`src/rtl/pll_reset_sequencer_pkg.sv`:
```
// Shared definitions for the PLL reset sequencer: state encodings, state width
// and a small helper used to size the shared cycle counter.
package pll_reset_sequencer_pkg;

    localparam int STATE_W    = 3;
    localparam int LOSS_CNT_W = 8;

    typedef enum logic [STATE_W-1:0] {
        ST_PLL_RST   = 3'd0,
        ST_WAIT_LOCK = 3'd1,
        ST_STABLE    = 3'd2,
        ST_RUN       = 3'd3,
        ST_FAIL      = 3'd4
    } state_e;

    function automatic int max3(input int a, input int b, input int c);
        int m;
        m = (a > b) ? a : b;
        m = (m > c) ? m : c;
        return m;
    endfunction

endpackage

```
`src/rtl/pll_lock_sync.sv`:
```
// Synchronizer for the asynchronous PLL LOCKED pin into the board clock domain.
// Chain depth is SYNC_STAGES; all stages clear to 0 on reset_n.
module pll_lock_sync #(
    parameter int SYNC_STAGES = 2
) (
    input  logic clk,
    input  logic reset_n,
    input  logic pll_locked,
    output logic locked_s
);

    logic [SYNC_STAGES-1:0] sync_q;
    logic [SYNC_STAGES-1:0] sync_d;

    // Shift the raw pin in at the bottom of the chain.
    always_comb begin
        sync_d = {sync_q[SYNC_STAGES-2:0], pll_locked};
    end

    // Synchronizer flops, cleared asynchronously.
    always_ff @(posedge clk or negedge reset_n) begin
        if (!reset_n) begin
            sync_q <= '0;
        end else begin
            sync_q <= sync_d;
        end
    end

    assign locked_s = sync_q[SYNC_STAGES-1];

endmodule

```
`src/rtl/pll_reset_sequencer.sv`:
```
// PLL bring-up sequencer: pulses PLL RST, waits for and qualifies LOCKED, then
// releases the system reset; restarts on loss of lock and gives up after a
// bounded number of lock timeouts.
// Optional feature macro: PLL_SEQ_LOSS_CNT_EN adds the saturating lock_loss_cnt
// output counting RUN->PLL_RST restarts caused by loss of lock.
module pll_reset_sequencer
    import pll_reset_sequencer_pkg::*;
#(
    parameter int RST_PULSE_CYC    = 16,
    parameter int LOCK_STABLE_CYC  = 1024,
    parameter int LOCK_TIMEOUT_CYC = 65536,
    parameter int RETRY_MAX        = 7,
    parameter int SYNC_STAGES      = 2
) (
    input  logic                  clk,
    input  logic                  reset_n,
    input  logic                  pll_locked,
    input  logic                  soft_rst,
    output logic                  pll_rst,
    output logic                  sys_rst_n,
    output logic                  ready,
    output logic                  fail,
    output logic [STATE_W-1:0]    state_o
`ifdef PLL_SEQ_LOSS_CNT_EN
    ,
    output logic [LOSS_CNT_W-1:0] lock_loss_cnt
`endif
);

    localparam int CNT_W   = $clog2(max3(RST_PULSE_CYC, LOCK_STABLE_CYC, LOCK_TIMEOUT_CYC)) + 1;
    localparam int RETRY_W = $clog2(RETRY_MAX) + 1;

    localparam logic [CNT_W-1:0]   RST_LAST     = CNT_W'(RST_PULSE_CYC - 1);
    localparam logic [CNT_W-1:0]   STABLE_LAST  = CNT_W'(LOCK_STABLE_CYC - 1);
    localparam logic [CNT_W-1:0]   TIMEOUT_LAST = CNT_W'(LOCK_TIMEOUT_CYC - 1);
    localparam logic [RETRY_W-1:0] RETRY_LIMIT  = RETRY_W'(RETRY_MAX);

    logic               locked_s;
    state_e             state_q, state_d;
    logic [CNT_W-1:0]   cnt_q, cnt_d;
    logic [RETRY_W-1:0] retry_q, retry_d;
    logic [RETRY_W-1:0] retry_inc;
    logic               pll_rst_q, pll_rst_d;
    logic               sys_rst_n_q, sys_rst_n_d;
    logic               ready_q, ready_d;
    logic               fail_q, fail_d;
`ifdef PLL_SEQ_LOSS_CNT_EN
    logic                  loss_ev;
    logic [LOSS_CNT_W-1:0] loss_cnt_q, loss_cnt_d;
`endif

    pll_lock_sync #(
        .SYNC_STAGES (SYNC_STAGES)
    ) u_lock_sync (
        .clk        (clk),
        .reset_n    (reset_n),
        .pll_locked (pll_locked),
        .locked_s   (locked_s)
    );

    // State register.
    always_ff @(posedge clk or negedge reset_n) begin
        if (!reset_n) begin
            state_q <= ST_PLL_RST;
        end else begin
            state_q <= state_d;
        end
    end

    // Next state plus the shared cycle counter and retry bookkeeping.
    // The counter restarts from 0 on every state entry; soft_rst overrides all.
    always_comb begin
        state_d   = state_q;
        cnt_d     = cnt_q;
        retry_d   = retry_q;
        retry_inc = retry_q + 1'b1;
`ifdef PLL_SEQ_LOSS_CNT_EN
        loss_ev   = 1'b0;
`endif
        case (state_q)
            ST_PLL_RST: begin
                if (cnt_q == RST_LAST) begin
                    state_d = ST_WAIT_LOCK;
                    cnt_d   = '0;
                end else begin
                    cnt_d = cnt_q + 1'b1;
                end
            end
            ST_WAIT_LOCK: begin
                if (locked_s) begin
                    state_d = ST_STABLE;
                    cnt_d   = '0;
                end else if (cnt_q == TIMEOUT_LAST) begin
                    retry_d = retry_inc;
                    state_d = (retry_inc == RETRY_LIMIT) ? ST_FAIL : ST_PLL_RST;
                    cnt_d   = '0;
                end else begin
                    cnt_d = cnt_q + 1'b1;
                end
            end
            ST_STABLE: begin
                if (!locked_s) begin
                    state_d = ST_WAIT_LOCK;
                    cnt_d   = '0;
                end else if (cnt_q == STABLE_LAST) begin
                    state_d = ST_RUN;
                    retry_d = '0;
                    cnt_d   = '0;
                end else begin
                    cnt_d = cnt_q + 1'b1;
                end
            end
            ST_RUN: begin
                if (!locked_s) begin
                    state_d = ST_PLL_RST;
                    cnt_d   = '0;
`ifdef PLL_SEQ_LOSS_CNT_EN
                    loss_ev = 1'b1;
`endif
                end
            end
            ST_FAIL: begin
                state_d = ST_FAIL;
            end
            default: begin
                state_d = ST_PLL_RST;
                cnt_d   = '0;
            end
        endcase
        if (soft_rst) begin
            state_d = ST_PLL_RST;
            cnt_d   = '0;
            retry_d = '0;
`ifdef PLL_SEQ_LOSS_CNT_EN
            loss_ev = 1'b0;
`endif
        end
    end

    // Output decode from the next state so outputs move on the same edge as the state.
    always_comb begin
        pll_rst_d   = (state_d == ST_PLL_RST);
        sys_rst_n_d = (state_d == ST_RUN);
        ready_d     = (state_d == ST_RUN);
        fail_d      = (state_d == ST_FAIL);
    end

    // Counters and registered outputs.
    always_ff @(posedge clk or negedge reset_n) begin
        if (!reset_n) begin
            cnt_q       <= '0;
            retry_q     <= '0;
            pll_rst_q   <= 1'b1;
            sys_rst_n_q <= 1'b0;
            ready_q     <= 1'b0;
            fail_q      <= 1'b0;
        end else begin
            cnt_q       <= cnt_d;
            retry_q     <= retry_d;
            pll_rst_q   <= pll_rst_d;
            sys_rst_n_q <= sys_rst_n_d;
            ready_q     <= ready_d;
            fail_q      <= fail_d;
        end
    end

`ifdef PLL_SEQ_LOSS_CNT_EN
    // Saturating lock-loss count; survives soft_rst, cleared only by reset_n.
    always_comb begin
        loss_cnt_d = loss_cnt_q;
        if (loss_ev && (loss_cnt_q != {LOSS_CNT_W{1'b1}})) begin
            loss_cnt_d = loss_cnt_q + 1'b1;
        end
    end

    // Lock-loss counter register.
    always_ff @(posedge clk or negedge reset_n) begin
        if (!reset_n) begin
            loss_cnt_q <= '0;
        end else begin
            loss_cnt_q <= loss_cnt_d;
        end
    end

    assign lock_loss_cnt = loss_cnt_q;
`endif

    assign pll_rst   = pll_rst_q;
    assign sys_rst_n = sys_rst_n_q;
    assign ready     = ready_q;
    assign fail      = fail_q;
    assign state_o   = state_q;

endmodule

```
`config.mk`:
```
export PLATFORM = sky130hd
export DESIGN_NAME = pll_reset_sequencer
export DESIGN_NICKNAME = d
export VERILOG_FILES = /design/src/rtl/pll_reset_sequencer_pkg.sv /design/src/rtl/pll_lock_sync.sv /design/src/rtl/pll_reset_sequencer.sv
export SDC_FILE = /design/constraint.sdc
export NUM_CORES = 1
export LEC_CHECK = 0
export CORE_MARGIN = 2
export CORE_UTILIZATION = 35
export DETAILED_ROUTE_END_ITERATION = 12
export GPL_ROUTABILITY_DRIVEN = 0
export SYNTH_ARGS = -nofsm -noshare
export SYNTH_HDL_FRONTEND = slang
export SYNTH_SLANG_ARGS = --single-unit
```
`constraint.sdc`:
```
create_clock -name clk -period 2.65 [get_ports clk]
set_input_delay 0.53 -clock clk [delete_from_list [all_inputs] [get_ports clk]]
set_output_delay 0.53 -clock clk [all_outputs]
set_load 0.005 [all_outputs]
```
==> out/metrics.csv <==
stage;metric;value;unit
run_status;status;completed;
global_routing;grt_pass1_vias;1492;
sta;min_period;2.38;ns
global_routing;grt_overflow;0;
setup_path;critPathArrivalTime;2.52;ns
die;die_area;5610;µm²
finish;final_common_cell;dfrtp_1;
logic_synthesis;synth-edff-count;0;
die;initial_core_util;0.367;
setup_path;rr_worst_depth;6;
logic_synthesis;async_flop_share;1.00;
clock_tree;clkTransAtPathRegs;0.06;ns
setup_path;reg2reg_slack;0.27;ns
place;dp_slack;0.113;ns
die;die_h;74.9;µm
sta;fin_skew;0.00872;ns
finish;antenna_cells;0;
clock_tree;cts_setup_buffers;0;
finish;post-route-util;0.449;
finish;seqCellArea;727;µm²
setup_path;required;2.79;ns
flow_run;maxCapViolations;0;
sta;max_freq;0.420;GHz
setup_path;max_stage_delay;0.56;ns
logic_synthesis;ys_seq_area_frac;0.414;
setup_path;cp-start-kind;register;
detailed_routing;via_per_inst;5.31;
setup_path;r2r-start;cnt_q[12];
detailed_routing;wire_per_inst;13.6;µm
die;core;4790;µm²
setup_path;end_kind;register;
setup_path;rr_endpoint;cnt_q[10];
setup_path;cp_max_fo;15;
logic_synthesis;synth_ff_type;dfrtp_1;
detailed_routing;drc;0;
sta;rsz0062_at_grt;no;
power_and_ir_drop;power.leakage;0.881;nW
sta;finalHoldViolations;0;
place;numPortBuffers;10;
clock_tree;clock-sinks;29;
global_routing;grt_use_total;0.161;
global_routing;antenna_found_initial;0;
detailed_routing;drtIter0Drc;145;
detailed_routing;drt_wl_total;3820;µm
sta;tightest_slew;0.684;ns
finish;multi_input_area;942;µm²
place;dp_cells;274;
min_path;worstHoldStart;u_lock_sync.sync_q[0];
sta;setup_viol;0;
clock_tree;clk_latency;0.29;ns
logic_synthesis;synth_cells;191;
finish;layout_common_cells;dfrtp_1, nand2_1, buf_4, nor2_1, clkdlybuf4s50_1;
detailed_routing;dr.pass1.iters;4;
finish;drive_gt1_frac;0.163;
power_and_ir_drop;power.total;1.06;mW
sta;fin_setup_tns;0;ns
logic_synthesis;synth.area.top_cells;dfrtp_1, nand2_1, o311ai_1;
logic_synthesis;synth_seq_cells;29;
min_path;holdPathEnd;u_lock_sync.sync_q[1];
logic_synthesis;yosys.area.top_type;dfrtp_1;
die;ios;11;
finish;final_cells;282;
die;std_cell_rows;25;
logic_synthesis;ys_types;50;
logic_synthesis;synth_top_area_share;0.399;
sta;holdWs;0.347;ns
logic_synthesis;avgSynthCellArea;9.20;µm²
logic_synthesis;syn_nets;200;
setup_path;cp_slowest_cell;or4_4;
setup_path;cp_cell_sequence;or4_4, nor4_4, a31oi_4, o31ai_4, buf_4, o221ai_1;
finish;syn2layout_area_growth;22.2;%
min_path;hold_class;reg -> reg;
clock_tree;cts_max_level;2;
clock_tree;cts-root-buf;clkbuf_8;
sta;min_period_over_period;0.898;
logic_synthesis;ys_warn_count;0;
clock_tree;numCtsBuffers;5;
setup_path;critical_path_class;reg -> reg;
place;postPlaceCellArea;2010;µm²
power_and_ir_drop;power_density;493;nW/µm²
global_routing;grt_pass1_wl;6920;µm
sta;timing.slew.headroom;0.544;
min_path;min_path_cells;0;
finish;nNetsFinal;223;
detailed_routing;dr_total_vias;1497;
finish;fillCellCount;477;
sta;setup_slack;0.270;ns
power_and_ir_drop;vdd_drop_max;0.219;mV
sta;slew_viol_final;0;
place;place_hpwl;2650;µm
logic_synthesis;syn_area;1760;µm²
clock_tree;cts_tree;yes;
finish;fin_area;2150;µm²
clock_tree;clockBufferDepth;2;
detailed_routing;antenna_left;0;
global_routing;grt_max_degree;30;
die;die_w;74.9;µm
-- flip-flops by register name (all words and copies together), names as in the netlist --
register	flops
cnt_q	17
retry_q	4
state_o	3
u_lock_sync.sync_q	2
fail	1
pll_rst	1
ready	1
-- area by class of cell --
class | instances | area share
sequential | 29 | 0.338
clock buffer | 5 | 0.0320
multi-input combinational | 142 | 0.439
timing repair buffer | 27 | 0.106
tap | 67 | 0.0390
inverter | 9 | 0.0157
clock inverter | 3 | 0.0303
-- timing repair --
item                       4_1_cts  5_1_grt
setup endpoints to repair        0       16
resized for setup                0        1
hold buffers                     0        0
-- cell families (layout without fill, tap and decap cells) --
group | after synthesis | count (layout) | share of synthesized area
AND/OR/NAND/NOR | 81 | 81 | 0.248
AO/OA/AOI/OAI | 49 | 49 | 0.214
flip-flops | 29 | 29 | 0.414
buffers and inverters | 20 | 44 | 0.0520
XOR/XNOR | 6 | 6 | 0.0299
adder cells (fa/ha/maj) | 5 | 5 | 0.0356
multiplexers | 1 | 1 | 0.00641
-- how the worst max path moves through the flow --
stage / start / endpoint / slack [ns]
after floorplan: cnt_q[0] / cnt_q[7] / 0.42
after global placement: cnt_q[1] / cnt_q[7] / 0.17
after detailed placement: cnt_q[1] / cnt_q[2] / 0.11
after CTS: cnt_q[1] / cnt_q[12] / 0.09
after global routing: cnt_q[1] / retry_q[0] / 0.01
final: cnt_q[12] / cnt_q[10] / 0.27
-- synthesized netlist by cell type (all sizes together), types with 2 or more instances --
cell / n
buf: 6
nand4: 2
and2: 2
ha: 5
nor2: 13
dfrtp: 28
xor2: 2
a21oi: 9
nand3b: 2
nor4: 4
nand2: 25
o21ai: 9
a211o: 3
xnor2: 4
o211ai: 8
and3: 7
nor2b: 3
clkbuf: 5
o311ai: 11
or4: 2
inv: 9
nor3: 4
nand3: 8
-- power breakdown --
| group | total [mW] | switching [mW] | internal [mW] |
|---|---|---|---|
| sequential | 0.457 | 0.00680 | 0.450 |
| combinational | 0.0499 | 0.0298 | 0.0201 |
| clock | 0.553 | 0.180 | 0.373 |
-- critical path: cells and delay by family (launching register included) --
kind / cells / cell delay, ns
AO/OA/AOI/OAI: 3 / 0.71
buffers and inverters: 1 / 0.24
flip-flops: 1 / 0.43
AND/OR/NAND/NOR: 2 / 0.87
-- routing by layer --
| layer | up-vias | wire length (µm) | track usage |
|---|---|---|---|
| met4 | 0 | 81 | 0.0734 |
| met2 | 27 | 1800 | 0.250 |
| met1 | 714 | 1810 | 0.221 |
| met3 | 7 | 124 | 0.0254 |
| li1 | 749 | - | - |
| met5 | - | 0 | 0 |
Note: power is estimated with default switching activity, not from simulation.
